[src/rtl/decode_and_operand_fetch.sv]
// Decode / operand-fetch stage: owns the 16x16 register file and a pending-write
// scoreboard, holds each issued op for EXEC_CYCLES. Optional macro: WB_BYPASS_EN.
module decode_and_operand_fetch #(
  parameter int EXEC_CYCLES = 3,
  parameter int NREGS       = 16
) (
  input  logic        clk,
  input  logic        rst,
  input  logic [15:0] instr,
  input  logic        instrValid,
  output logic        instrReady,
  output logic [3:0]  opcode,
  output logic [3:0]  destReg,
  output logic [15:0] srcVal1,
  output logic [15:0] srcVal2,
  output logic [7:0]  memAddr,
  output logic        used1,
  output logic        used2,
  input  logic [3:0]  destRegStore,
  input  logic [15:0] destVal,
  input  logic        storeNow,
  output logic        storeDone,
  input  logic        powerdown
);

  localparam int CW = (EXEC_CYCLES > 1) ? $clog2(EXEC_CYCLES) : 1;

  typedef enum logic [1:0] {IDLE, HOLD, STALL, HALT} state_t;

  typedef struct packed {
    logic [3:0]  op;
    logic [3:0]  dst;
    logic [15:0] s1;
    logic [15:0] s2;
    logic [7:0]  ma;
    logic        u1;
    logic        u2;
  } dec_t;

  localparam dec_t NOP_OUT = '{op: 4'd0, dst: 4'd0, s1: 16'd0, s2: 16'd0,
                               ma: 8'd0, u1: 1'b1, u2: 1'b1};

  state_t            state_q;
  logic [CW-1:0]     cnt_q;
  dec_t              out_q;
  logic              storeDone_q;
  logic [15:0]       regs_q [NREGS];
  logic [NREGS-1:0]  pending_q, pending_d;

  // Field decode
  logic [3:0]  op, fd, fs1, fs2, idx1;
  logic        rd1, rd2, wr, mem, nopish;
  logic [NREGS-1:0] clr_vec, src_pend;
  logic        hazard, can_issue;
  logic [15:0] opv1, opv2;
  dec_t        iss;

  assign op   = instr[15:12];
  assign fd   = instr[11:8];
  assign fs1  = instr[7:4];
  assign fs2  = instr[3:0];
  // STORE reads the register named in the dest field onto operand 1
  assign idx1 = (op == 4'd15) ? fd : fs1;

  always_comb begin
    rd1    = ((op >= 4'd1) && (op <= 4'd11)) || (op == 4'd15);
    rd2    = (op >= 4'd1) && (op <= 4'd7);
    wr     = ((op >= 4'd1) && (op <= 4'd11)) || (op == 4'd14);
    mem    = (op >= 4'd14);
    nopish = (op == 4'd0) || (op == 4'd12) || (op == 4'd13);
  end

  assign clr_vec = storeNow ? (NREGS'(1) << destRegStore) : '0;

`ifdef WB_BYPASS_EN
  assign src_pend = pending_q & ~clr_vec;
`else
  assign src_pend = pending_q;
`endif

  // WAW is checked against the raw pending bit; only sources may be forwarded
  assign hazard = (rd1 && src_pend[idx1]) || (rd2 && src_pend[fs2]) ||
                  (wr && pending_q[fd]);

  assign can_issue = !rst && !powerdown && instrValid && !hazard &&
                     ((state_q == IDLE) || (state_q == STALL) ||
                      ((state_q == HOLD) && (cnt_q == '0)));

  assign instrReady = can_issue;

  always_comb begin
    opv1 = regs_q[idx1];
    opv2 = regs_q[fs2];
`ifdef WB_BYPASS_EN
    if (storeNow && (destRegStore == idx1)) opv1 = destVal;
    if (storeNow && (destRegStore == fs2))  opv2 = destVal;
`endif
  end

  always_comb begin
    iss = NOP_OUT;
    if (!nopish) begin
      iss.op  = op;
      iss.dst = fd;
      iss.u1  = !rd1;
      iss.u2  = !rd2;
      iss.s1  = rd1 ? opv1 : 16'd0;
      iss.s2  = rd2 ? opv2 : 16'd0;
      iss.ma  = mem ? instr[7:0] : 8'd0;
    end
  end

  // Clear first, then set, so an issue to the register being retired keeps it pending
  always_comb begin
    pending_d = pending_q & ~clr_vec;
    if (can_issue && wr) pending_d[fd] = 1'b1;
  end

  always_ff @(posedge clk) begin
    if (rst) begin
      pending_q   <= '0;
      storeDone_q <= 1'b0;
      for (int i = 0; i < NREGS; i++) regs_q[i] <= '0;
    end else begin
      pending_q   <= pending_d;
      storeDone_q <= storeNow;
      if (storeNow) regs_q[destRegStore] <= destVal;
    end
  end

  always_ff @(posedge clk) begin
    if (rst) begin
      state_q <= IDLE;
      cnt_q   <= '0;
      out_q   <= NOP_OUT;
    end else if (powerdown) begin
      state_q <= HALT;
      out_q   <= NOP_OUT;
    end else begin
      case (state_q)
        IDLE, STALL: begin
          if (can_issue) begin
            out_q   <= iss;
            cnt_q   <= CW'(EXEC_CYCLES - 1);
            state_q <= HOLD;
          end else begin
            out_q   <= NOP_OUT;
            state_q <= instrValid ? STALL : IDLE;
          end
        end
        HOLD: begin
          if (cnt_q != '0) begin
            cnt_q <= cnt_q - 1'b1;
          end else if (can_issue) begin
            out_q <= iss;
            cnt_q <= CW'(EXEC_CYCLES - 1);
          end else begin
            out_q   <= NOP_OUT;
            state_q <= instrValid ? STALL : IDLE;
          end
        end
        HALT:    out_q <= NOP_OUT;
        default: begin
          out_q   <= NOP_OUT;
          state_q <= IDLE;
        end
      endcase
    end
  end

  assign opcode    = out_q.op;
  assign destReg   = out_q.dst;
  assign srcVal1   = out_q.s1;
  assign srcVal2   = out_q.s2;
  assign memAddr   = out_q.ma;
  assign used1     = out_q.u1;
  assign used2     = out_q.u2;
  assign storeDone = storeDone_q;

endmodule

[config.mk]
export PLATFORM = sky130hd
export DESIGN_NAME = decode_and_operand_fetch
export DESIGN_NICKNAME = d
export VERILOG_FILES = /design/src/rtl/decode_and_operand_fetch.sv
export SDC_FILE = /design/constraint.sdc
export NUM_CORES = 1
export LEC_CHECK = 0
export BUFFER_PORTS_ARGS = -buffer_cell sky130_fd_sc_hd__buf_2
export CAP_MARGIN = 30
export CORE_ASPECT_RATIO = 0.8
export CORE_MARGIN = 4
export CORE_UTILIZATION = 50
export CTS_CLUSTER_SIZE = 14
export DETAILED_ROUTE_END_ITERATION = 16
export HOLD_SLACK_MARGIN = 0.06
export PLACE_DENSITY_LB_ADDON = 0.1
export SLEW_MARGIN = 15
export SYNTH_ARGS = -nofsm -noshare
export SYNTH_HDL_FRONTEND = slang
export SYNTH_SLANG_ARGS = --single-unit
[constraint.sdc]
create_clock -name clk -period 3.25 [get_ports clk]
set_input_delay 0.1625 -clock clk [delete_from_list [all_inputs] [get_ports clk]]
set_output_delay 0.1625 -clock clk [all_outputs]
set_load 0.02 [all_outputs]
==> results by group <==
Synthesis
  • Synth Area in XOR/XNOR: 0%
  • Yosys warning total: 0
  • Ys async rst share: 0%
  • Proportion of synthesized area in mux cells: 15.8%
  • Register area share after synthesis: 53.9%
  • Top FF cell, synth: edfxtp_1
  • Adder-cell area share of the yosys netlist: 0%
  • Post-synthesis simple-gate area fraction: 19.9%
  • Synth Register Bits: 327
  • Post-Syn Nets: 1455
  • Unique masters post-synth: 54
  • Main combinational cell family by area after synthesis: simple AND/OR/NAND/NOR gates
  • Post-synthesis instance area: 16900 um^2
  • Compound-gate portion of the synthesized area: 7.23%
  • Syn_area_per_cell: 12.0 um^2
  • EDFF count, synth: 256
  • Cells after Synth: 1414

Setup path
  • Slowest cell delay on critical path: 0.46 ns
  • Startpoint types: register
  • CP Capture Type: output port
  • CP top delay family: compound AO/OA/AOI/OAI gates
  • WS Path Type: reg2out
  • Critical-path maximum fanout: 17
  • Crit path DAT: 2.87 ns
  • CP cell instances: mux4_2 -> a22oi_1 -> a21boi_1 -> nor4_1 -> o31a_2 -> nand2_4 -> clkinv_2 -> buf_2
  • Buf/Inv on CP: 2
  • CP required: 3.09 ns
  • R2r setup slk: 0.38 ns
  • Slowest-stage cell, CP: mux4_2

Floorplanning
  • Site row count: 59
  • Initial Util: 51.4%
  • Chip height: 172 um
  • Area of the core: 32900 um^2
  • # IOs: 93
  • Die area: 36800 um^2
  • DIE WIDTH: 214 um

Routing
  • Pre-antenna DRT Iters: 6
  • Avg WL per Cell: 27.9 um
  • Vias: 12227
  • Final WL: 54400 um
  • Residual DRC count: 0
  • ANT nets after route: 0
  • Iteration-0 DRC count of the detailed router: 1538
  • Via density: 6.26

Timing
  • Final Hold Fails: 0
  • Final Setup Violations: 0
  • Fin. max-slew vios: 0
  • RSZ-0062 raised after global routing: no
  • Max Fclk: 329 MHz
  • Period utilization: 93.5%
  • Setup TNS Final: 0 ns
  • PnR worst setup slack: 0.213 ns
  • Post-layout min period: 3.04 ns
  • Fin Clk Skew: 0.0168 ns
  • Max-slew headroom: 38.0%
  • Slew @ Worst Pin: 0.927 ns

Clock network
  • Root buffer cell: clkbuf_16
  • H-tree levels: 2
  • Clock-pin slew on the worst setup and hold paths: 0.07 ns
  • Clk buf depth: 3
  • Sink Count: 327
  • TritonCTS clock tree: built
  • Clock Latency Late Sink: 0.53 ns
  • Num CTS Buffers: 36

Final layout
  • Area grow syn2layout: 13.2%
  • Commonest non-fill, non-tap cell in the layout: and2_1
  • NumNets Final: 1541
  • Ant. Diodes: 0
  • Most frequent cells in the layout: 258 x and2_1, 256 x edfxtp_1, 245 x nand2_1, 105 x mux4_2, 90 x buf_2
  • Share of layout cells above drive strength 1: 22.2%
  • Fin cells: 1952

Placement
  • HPWL Detailed: 34400 um
  • GP Congestion: 0.896
  • Port buffer count: 92
  • Dpl cells: 1878
  • Dpl ws: 0.280 ns

Global route
  • Largest net degree at the start of global routing: 74
  • GRT Overall Usage: 29.9%
  • Vias in the first global route: 11690
  • Global-route wire length before repair: 79500 um
  • Antenna violations before repair: 6
  • Grt ovf: 0

Pwr
  • Pwr per Cell Area: 520 nW/um^2
  • Peak supply drop: 406 uV
  • Leak: 0.00711 uW
  • Power Total: 9970 uW

Job
  • Max-cap violations: 0

Worst hold path
  • HP Class: in2reg

Outcome
  • Run status: complete, no violations
## synthesized netlist by cell type (3+ instances only)
| master | count | area, um^2 |
|---|---|---|
| a2111oi_0 | 7 | 61.3 |
| a2111oi_2 | 8 | 120 |
| a211oi_1 | 4 | 30.0 |
| a21o_1 | 3 | 22.5 |
| a21oi_1 | 30 | 150 |
| a31oi_1 | 32 | 200 |
| a32o_1 | 8 | 80.1 |
| a32oi_1 | 15 | 131 |
| and2_1 | 258 | 1610 |
| and3_1 | 24 | 150 |
| buf_1 | 10 | 37.5 |
| buf_2 | 18 | 90.1 |
| buf_4 | 3 | 22.5 |
| buf_6 | 4 | 45.0 |
| clkbuf_1 | 80 | 300 |
| dfxtp_1 | 71 | 1420 |
| edfxtp_1 | 256 | 7690 |
| inv_1 | 7 | 26.3 |
| mux2i_1 | 24 | 240 |
| mux4_2 | 105 | 2360 |
| nand2_1 | 245 | 920 |
| nand2b_1 | 8 | 50.1 |
| nand3_1 | 59 | 295 |
| nor2_1 | 48 | 180 |
| nor2b_1 | 4 | 25.0 |
| nor3_1 | 13 | 65.1 |
| o21ai_0 | 3 | 15.0 |
| o22ai_1 | 21 | 131 |
| o41ai_1 | 13 | 114 |
| or2_2 | 3 | 18.8 |
## repair_timing
item	in CTS	in global routing
hold endpoints to repair	10	0
gates resized for setup	0	1
setup buffers	1	0
pin swaps	0	0
setup endpoints to repair	1	1
hold buffers	10	0
## worst paths after layout
| check | startpoint | to | depth (start not counted) |
|---|---|---|---|
| worst max-delay path | pending_q[12] | instrReady | 8 |
| worst min-delay path | instr[8] | destReg[0] | 2 |
| worst max register to register | pending_q[12] | srcVal1[3] | 9 |
| worst min register to register | srcVal2[2] | srcVal2[2] | 2 |
## worst reg2reg max path: stages, from the launching register on
cell	delay, ns
dfxtp_1	0.38
mux4_2	0.46
a22oi_1	0.20
a21boi_1	0.09
nor4_1	0.35
o31a_2	0.25
buf_4	0.23
a31oi_4	0.11
buf_4	0.28
a2111oi_0	0.38
## layout make-up
class | instances | area, um^2
Fill cell | 2749 | 13800
Sequential cell | 327 | 9110
Multi-Input combinational cell | 963 | 7310
Timing Repair Buffer | 163 | 1060
Clock buffer | 46 | 990
Tap cell | 427 | 534
Clock inverter | 17 | 110
Inverter | 9 | 35.0
## where the power goes
| group | switching (uW) | internal (uW) |
|---|---|---|
| combinational | 745 | 466 |
| sequential | 122 | 4730 |
| clock | 1680 | 2230 |
## metal layers
layer	GRT usage (%)	wire length (um)	up-vias
met4	6.76	1190	8
met2	45.0	24200	697
met3	9.02	6410	95
met5	0	42	-
li1	-	-	5389
met1	43.2	22600	6038
## registers in the layout, summed over array words and instances (netlist names)
| register | cells |
|---|---|
| state_q | 2 |
| storeDone | 1 |
| srcVal2 | 16 |
| used1 | 1 |
| pending_q | 16 |
| used2 | 1 |
| memAddr | 8 |
| cnt_q | 2 |
| regs_q | 256 |
| opcode | 4 |
| destReg | 4 |
| srcVal1 | 16 |
## metrics by stage
stage	util (%)	cell area, um^2	hold WS (ns)
global placement	54.5	17900	0.399
CTS	58.2	19100	0.0817
floorplan	-	16900	0.232
finish	58.2	19100	0.105
detailed placement	54.5	17900	0.418
global route	58.2	19100	0.130
## logic make-up after synthesis
logic type | Yosys count
compound gates | 160
buf+inv | 124
flops | 327
mux | 134
simple gates | 669
Power figures use the tool's default switching activity.
